`src/rtl/mmio_bus_ctrl_if.sv`:
```
// CPU data-side load/store bus between the core (master) and the MMIO controller (slave).
interface mmio_bus_ctrl_if;
  logic [31:0] data_addr;
  logic [31:0] data_write;
  logic [2:0]  MemOp;
  logic        MemWe;
  logic [31:0] data_read;

  modport master (output data_addr, data_write, MemOp, MemWe, input data_read);
  modport slave  (input data_addr, data_write, MemOp, MemWe, output data_read);
endinterface

```
`src/rtl/mmio_bus_ctrl.sv`:
```
// MMIO bus controller: routes CPU loads/stores to data RAM, VGA text RAM, keyboard FIFO, LEDs, switches, hex display.
// Define MMIO_TIMER_EN to build the free-running 32-bit cycle timer at the TIMER region.
module mmio_bus_ctrl #(
  parameter int KBD_DEPTH = 16
) (
  input  logic                  clock,
  input  logic                  resetn,
  mmio_bus_ctrl_if.slave        bus,
  output logic [31:0]           dmem_addr,
  output logic [31:0]           dmem_wdata,
  output logic [3:0]            dmem_be,
  output logic                  dmem_we,
  input  logic [31:0]           dmem_rdata,
  output logic [11:0]           vga_addr,
  output logic [7:0]            vga_wdata,
  output logic                  vga_we,
  input  logic                  kbd_valid,
  input  logic [7:0]            kbd_code,
  input  logic [15:0]           sw_in,
  output logic [15:0]           led_out,
  output logic [31:0]           hex_out
);
  localparam int PW = $clog2(KBD_DEPTH);
  localparam int CW = PW + 1;

  typedef enum logic [2:0] {
    RG_NONE, RG_DMEM, RG_VGA, RG_KBD, RG_LED, RG_SW, RG_HEX, RG_TIMER
  } region_t;

  region_t       region, region_reg;
  logic [1:0]    size;
  logic [1:0]    addr_lo_reg;
  logic [2:0]    op_reg;
  logic [31:0]   mmio_word, mmio_word_reg;
  logic          pop_hit_reg;
  logic [7:0]    kbd_head_reg;
  logic [7:0]    kbd_mem [KBD_DEPTH];
  logic [PW-1:0] wr_ptr_reg, rd_ptr_reg;
  logic [CW-1:0] count_reg, count_next;
  logic          ovf_reg, ovf_next;
  logic          store, load;
  logic          kbd_data_sel, kbd_stat_sel;
  logic          fifo_empty, fifo_full, pop_ok, push_ok;
  logic [31:0]   timer_word, src_word;
  logic [7:0]    load_byte;
  logic [15:0]   load_half;

  always_comb begin
    case (bus.data_addr[31:20])
      12'h001: region = RG_DMEM;
      12'h002: region = RG_VGA;
      12'h003: region = RG_KBD;
      12'h004: region = RG_LED;
      12'h005: region = RG_SW;
      12'h006: region = RG_HEX;
      12'h007: region = RG_TIMER;
      default: region = RG_NONE;
    endcase
  end

  assign store = bus.MemWe & resetn;
  assign load  = ~bus.MemWe & resetn;
  assign size  = bus.MemOp[1:0];

  // Byte lanes: enable and replicated store data per lane
  genvar gi;
  generate
    for (gi = 0; gi < 4; gi++) begin : g_lane
      assign dmem_be[gi] = (size == 2'b00) ? (bus.data_addr[1:0] == 2'(gi)) :
                           (size == 2'b01) ? (bus.data_addr[1] == 1'(gi / 2)) : 1'b1;
      assign dmem_wdata[8*gi +: 8] = (size == 2'b00) ? bus.data_write[7:0] :
                                     (size == 2'b01) ? bus.data_write[8*(gi % 2) +: 8] :
                                                       bus.data_write[8*gi +: 8];
    end
  endgenerate

  assign dmem_addr = bus.data_addr;
  assign dmem_we   = store & (region == RG_DMEM);
  assign vga_addr  = bus.data_addr[11:0];
  assign vga_wdata = bus.data_write[7:0];
  assign vga_we    = store & (region == RG_VGA);

  assign kbd_data_sel = (region == RG_KBD) && (bus.data_addr[19:0] == 20'h0_0000);
  assign kbd_stat_sel = (region == RG_KBD) && (bus.data_addr[19:0] == 20'h0_0004);
  assign fifo_empty   = (count_reg == '0);
  assign fifo_full    = (count_reg == CW'(KBD_DEPTH));
  assign pop_ok       = load & kbd_data_sel & ~fifo_empty;
  // A pop in the same cycle frees the slot, so a push into a full FIFO still lands
  assign push_ok      = kbd_valid & resetn & (~fifo_full | pop_ok);

  always_comb begin
    count_next = count_reg;
    if (push_ok && !pop_ok)
      count_next = count_reg + CW'(1);
    else if (pop_ok && !push_ok)
      count_next = count_reg - CW'(1);
    ovf_next = ovf_reg;
    if (store && kbd_stat_sel)
      ovf_next = 1'b0;
    if (kbd_valid && !push_ok)
      ovf_next = 1'b1;
  end

  always_ff @(posedge clock) begin
    if (push_ok)
      kbd_mem[wr_ptr_reg] <= kbd_code;
    kbd_head_reg <= kbd_mem[rd_ptr_reg];
  end

`ifdef MMIO_TIMER_EN
  logic [31:0] timer_reg;

  always_ff @(posedge clock) begin
    if (!resetn)
      timer_reg <= '0;
    else if (store && region == RG_TIMER)
      timer_reg <= bus.data_write;
    else
      timer_reg <= timer_reg + 32'd1;
  end

  assign timer_word = timer_reg;
`else
  assign timer_word = '0;
`endif

  always_comb begin
    mmio_word = '0;
    case (region)
      RG_KBD:   if (kbd_stat_sel) mmio_word = {23'b0, ovf_reg, 8'(count_reg)};
      RG_LED:   mmio_word = {16'b0, led_out};
      RG_SW:    mmio_word = {16'b0, sw_in};
      RG_HEX:   mmio_word = hex_out;
      RG_TIMER: mmio_word = timer_word;
      default:  mmio_word = '0;
    endcase
  end

  always_ff @(posedge clock) begin
    if (!resetn) begin
      wr_ptr_reg    <= '0;
      rd_ptr_reg    <= '0;
      count_reg     <= '0;
      ovf_reg       <= 1'b0;
      region_reg    <= RG_NONE;
      addr_lo_reg   <= 2'b00;
      op_reg        <= 3'b000;
      mmio_word_reg <= '0;
      pop_hit_reg   <= 1'b0;
      led_out       <= '0;
      hex_out       <= '0;
    end else begin
      if (push_ok)
        wr_ptr_reg <= wr_ptr_reg + PW'(1);
      if (pop_ok)
        rd_ptr_reg <= rd_ptr_reg + PW'(1);
      count_reg <= count_next;
      ovf_reg   <= ovf_next;
      if (store && region == RG_LED)
        led_out <= bus.data_write[15:0];
      if (store && region == RG_HEX)
        hex_out <= bus.data_write;
      // A store cycle ends the previous load's result and reads back as zero
      region_reg    <= load ? region : RG_NONE;
      addr_lo_reg   <= bus.data_addr[1:0];
      op_reg        <= bus.MemOp;
      mmio_word_reg <= load ? mmio_word : '0;
      pop_hit_reg   <= pop_ok;
    end
  end

  assign src_word  = (region_reg == RG_DMEM) ? dmem_rdata :
                     pop_hit_reg ? {24'b0, kbd_head_reg} : mmio_word_reg;
  assign load_byte = src_word[{addr_lo_reg, 3'b000} +: 8];
  assign load_half = addr_lo_reg[1] ? src_word[31:16] : src_word[15:0];

  always_comb begin
    case (op_reg)
      3'b000:  bus.data_read = {{24{load_byte[7]}}, load_byte};
      3'b001:  bus.data_read = {{16{load_half[15]}}, load_half};
      3'b100:  bus.data_read = {24'b0, load_byte};
      3'b101:  bus.data_read = {16'b0, load_half};
      default: bus.data_read = src_word;
    endcase
  end
endmodule

```
`src/flat_wrapper.sv`:
```
// flat-port wrapper written by rule: the top's interface ports become plain ports
module mmio_bus_ctrl_flat 
#(
  parameter int KBD_DEPTH = 16
)
  (clock, resetn, dmem_addr, dmem_wdata, dmem_be, dmem_we, dmem_rdata, vga_addr, vga_wdata, vga_we, kbd_valid, kbd_code, sw_in, led_out, hex_out, bus_data_addr, bus_data_write, bus_MemOp, bus_MemWe, bus_data_read);
  mmio_bus_ctrl_if bus_i ();
  input  logic clock;
  input  logic resetn;
  output logic [31:0] dmem_addr;
  output logic [31:0] dmem_wdata;
  output logic [3:0] dmem_be;
  output logic dmem_we;
  input  logic [31:0] dmem_rdata;
  output logic [11:0] vga_addr;
  output logic [7:0] vga_wdata;
  output logic vga_we;
  input  logic kbd_valid;
  input  logic [7:0] kbd_code;
  input  logic [15:0] sw_in;
  output logic [15:0] led_out;
  output logic [31:0] hex_out;
  input wire logic [$bits(bus_i.data_addr)-1:0] bus_data_addr;
  input wire logic [$bits(bus_i.data_write)-1:0] bus_data_write;
  input wire logic [$bits(bus_i.MemOp)-1:0] bus_MemOp;
  input wire logic [$bits(bus_i.MemWe)-1:0] bus_MemWe;
  output wire logic [$bits(bus_i.data_read)-1:0] bus_data_read;
  assign bus_i.data_addr = bus_data_addr;
  assign bus_i.data_write = bus_data_write;
  assign bus_i.MemOp = bus_MemOp;
  assign bus_i.MemWe = bus_MemWe;
  assign bus_data_read = bus_i.data_read;
  mmio_bus_ctrl #(.KBD_DEPTH(KBD_DEPTH)) u_core (.clock(clock), .resetn(resetn), .bus(bus_i), .dmem_addr(dmem_addr), .dmem_wdata(dmem_wdata), .dmem_be(dmem_be), .dmem_we(dmem_we), .dmem_rdata(dmem_rdata), .vga_addr(vga_addr), .vga_wdata(vga_wdata), .vga_we(vga_we), .kbd_valid(kbd_valid), .kbd_code(kbd_code), .sw_in(sw_in), .led_out(led_out), .hex_out(hex_out));
endmodule
```
`config.mk`:
```
export PLATFORM = sky130hd
export DESIGN_NAME = mmio_bus_ctrl_flat
export DESIGN_NICKNAME = d
export VERILOG_FILES = /design/src/rtl/mmio_bus_ctrl_if.sv /design/src/rtl/mmio_bus_ctrl.sv /design/src/flat_wrapper.sv
export SDC_FILE = /design/constraint.sdc
export NUM_CORES = 1
export LEC_CHECK = 0
export ABC_AREA = 1
export CORE_MARGIN = 4
export CORE_UTILIZATION = 45
export CTS_CLUSTER_SIZE = 12
export DETAILED_ROUTE_END_ITERATION = 10
export HOLD_SLACK_MARGIN = 0.06
export PLACE_DENSITY_LB_ADDON = 0.05
export SYNTH_ARGS = -nofsm -noshare
export SYNTH_HDL_FRONTEND = slang
export SYNTH_SLANG_ARGS = --single-unit
```
`constraint.sdc`:
```
create_clock -name clock -period 2.73 [get_ports clock]
set_clock_uncertainty 0.15 [all_clocks]
set_input_delay 0.546 -clock clock [delete_from_list [all_inputs] [get_ports clock]]
set_output_delay 0.546 -clock clock [all_outputs]
set_load 0.01 [all_outputs]
```
==> flow_metrics.py <==
metrics = {
    "clock_tree": {
        "clock_sinks": 239,
        "clock-root-buffer": "clkbuf_16",
        "ctsHtreeMaxLevel": 1,
        "cts_made_buffers": 26,
        "clock_latency_ns": 0.54,
        "clock_pin_slew_on_the_worst_setup_and_hold_paths_ns": 0.06,
        "max-clock-path-buffers": 3,
        "tritoncts": "done",
        "ctsHoldBuffers": 0,
    },
    "yosys": {
        "synth-seq-area-share_pct": 51.81,
        "synth.top_cell.area_share_pct": 32.83,
        "asyncSetResetFlopFracSynth_pct": 0,
        "yosys.area.top_type": "edfxtp_1",
        "syn-mean-instance-area_sq_um": 8.640,
        "synth-edff-count": 128,
        "ys_types": 46,
        "post_synthesis_cell_count": 1355,
        "synth-main-ff-cell": "edfxtp_1",
        "yosysWarnings": 0,
        "synth_seq_cells": 239,
        "synth.area.top_cells": "edfxtp_1 (33%), dfxtp_1 (19%), nand2_1 (6.4%)",
        "postSynthNetCount": 1493,
        "synth.cell_area_sq_um": 11710,
    },
    "power": {
        "max-vdd-ir-drop_mv": 0.4951,
        "leakage_nw": 6.752,
        "cellPowerDensity_nw_per_um2": 490.7,
        "totalPowerFinal_mw": 8.250,
    },
    "worst_setup_path": {
        "crit_path_max_incr_delay_ns": 0.31,
        "crit_family": "buffers and inverters",
        "worst_path_class_setup": "flip-flop to output pin",
        "critical_path_peak_fanout": 7,
        "cp_buf_inv_count": 5,
        "startpoint_type": "flip-flop",
        "cp_data_arrival_time_ns": 2.16,
        "timing.critical_path.required_ns": 2.03,
        "worstPathCellList": "inv_2, nand3_4, buf_8, buf_6, buf_6, o21a_1, nand2_1, o21ai_2, nand2_1, nand4_1, buf_2",
        "crit_path_top_delay_cell": "dfxtp_2",
        "crit_path_end_kind": "output pin",
    },
    "floorplan": {
        "core_area_sq_um": 25400,
        "die_width_um": 169.3,
        "die-area_sq_um": 28660,
        "io_pins": 297,
        "core.rowCount": 58,
        "start_util_pct": 46.09,
        "die_y_um": 169.3,
    },
    "routing": {
        "post_drt_wl_per_cell_um": 18.88,
        "post_detailed_route_via_to_cell_ratio": 5.207,
        "ant_nets": 0,
        "drt_drc_violations_left": 0,
        "drt_wl_total_um": 39240,
        "detailroute.via_count": 10820,
        "drt_iter0_markers": 940,
        "drt-pass1-iter-count": 5,
    },
    "sta": {
        "fin_setup_tns_ns": -2.328,
        "worst_path_setup_slack_after_routing_ns": -0.1277,
        "timing.final.max_slew_violations": 0,
        "worstMarginPinSlew_ns": 0.6186,
        "fin_worst_hold_slack_ns": 0.3154,
        "max-slew-margin-rel_pct": 58.76,
        "fin_crit_sh_pct": 104.7,
        "total_of_endpoints_with_negative_setup_slack_in_the_final_report": 32,
        "max_clock_freq_mhz": 349.9,
        "post-route-min-period_ns": 2.858,
        "hold_viol_final": 0,
        "rsz0062_at_grt": "yes",
    },
    "global_route": {
        "globalRouteTotalUtil_pct": 26.46,
        "grt_start_max_net_pins": 66,
        "grt.overflow.total": 0,
        "grt_antenna_before_repair": 1,
        "vias_in_the_first_global_route": 10670,
        "wire_length_of_the_first_global_routing_pass_um": 59900,
    },
    "final_layout": {
        "final_cell_area_sq_um": 16810,
        "ff_latch_area_sq_um": 6070,
        "number_of_non_filler_instances_in_the_completed_layout": 2078,
        "multi_input_comb_area_sq_um": 4556,
        "nets": 1865,
        "area_growth_syn_to_layout_pct": 43.61,
        "post_route_cells_drive_above_1_share_pct": 19.06,
        "mostFrequentLayoutCells": "clkdlybuf4s50_1 (224), nand2_1 (196), buf_4 (159), nor2_1 (144), inv_1 (137)",
        "layout.filler_cells": 2114,
        "most_common_cell_after_layout_fill_and_taps_aside": "clkdlybuf4s50_1",
        "largest_reg_flops": 128,
    },
    "status": {
        "violations": "negative setup slack",
        "outcome": "finished with violations",
    },
    "flow_run": {
        "drv_cap": 0,
    },
    "placed_design": {
        "gp_congestion": 0.9105,
        "place.detailed.instances": 2012,
        "placedInstanceArea_sq_um": 15620,
        "dp_hpwl_um": 29450,
        "io_buffers": 296,
    },
    "worst_hold_path": {
        "min-delay-path-class": "primary input to flip-flop",
    },
}
-- cells in the mapped netlist, types with 11 or more instances --
library cell / count
dfxtp_1: 111
nor3b_1: 17
buf_4: 62
nand2_1: 200
nand3_1: 112
edfxtp_1: 128
o211ai_1: 36
nor3_1: 19
o21ai_1: 21
o21ai_0: 143
o221ai_1: 26
inv_1: 146
buf_2: 15
clkbuf_1: 39
buf_6: 11
a21oi_1: 31
nor2_1: 152
-- final cells by class --
cell class                 count  share of cell area (%)
clock buffer                  42                   4.524
antenna                        1                 0.01488
multi-input combinational    831                   27.09
timing repair buffer         476                   25.74
inverter                     153                   3.505
tap                          330                   2.456
clock inverter                 6                  0.5656
sequential                   239                   36.10
-- worst reg2reg max path, cell delays in order (launching register included) --
cell and delay [ns]:
dfxtp_1 0.32, inv_1 0.15, nand4_1 0.15, nand2_2 0.13, nor2_4 0.05, nand2_4 0.09, nand2_4 0.06, nand2_4 0.07
clkinv_4 0.05, ha_4 0.17, fa_2 0.34, inv_1 0.06, a21oi_1 0.06, nor2_1 0.12, nor2_1 0.07, nand2_1 0.07
nand3_2 0.08, o21ai_1 0.12, a21oi_1 0.05
-- routing by layer --
metal	part of all wire, %	up-vias	track usage [%]
li1	-	5284	-
met1	43	5072	35.37
met2	48	399	45.88
met3	6.4	65	3.471
met4	2.5	0	6.545
met5	0	-	0
-- cell families (layout without fill, tap and decap cells) --
group	after synthesis	count (layout)	share of synthesized area, %
AOI/OAI and AO/OA	282	282	14.10
xor gates and xnor gates	4	4	0.2993
adders and majority gates	11	11	1.240
buffers and inverters	285	677	12.02
DFF	239	239	51.81
muxes	1	1	0.08550
other	0	1	0
and+or+nand+nor	533	533	20.44
-- timing repair --
item,CTS,global route
gates resized for setup,217,61
setup buffers,8,4
cloned,4,2
endpoints found under the setup margin,62,40
pin swaps,14,23
-- metrics by stage --
step                worst slack, ns  utilization [%]
floorplan                   -0.1341                -
global placement            -0.5110            61.50
detailed placement          -0.5593            61.50
CTS                         -0.1672            65.43
global route                -0.2519            66.20
finish                      -0.1277            66.20
-- worst paths after layout --
kind                         from              endpoint  slack (ns)  depth (start not counted)
max          u_core.region_reg[2]      bus_data_read[6]       -0.13                         11
min                        resetn  u_core.wr_ptr_reg[1]        0.32                          4
max reg2reg   u_core.count_reg[1]   u_core.count_reg[4]        0.25                         18
min reg2reg    u_core.hex_out[16]    u_core.hex_out[16]        0.33                          2
-- where the power goes --
part / internal (mW) / switching [mW]
Combinational: 0.473 / 0.473
Clock: 2.09 / 1.38
Sequential: 3.82 / 0.0158
Note: power is estimated with default switching activity, not from simulation.
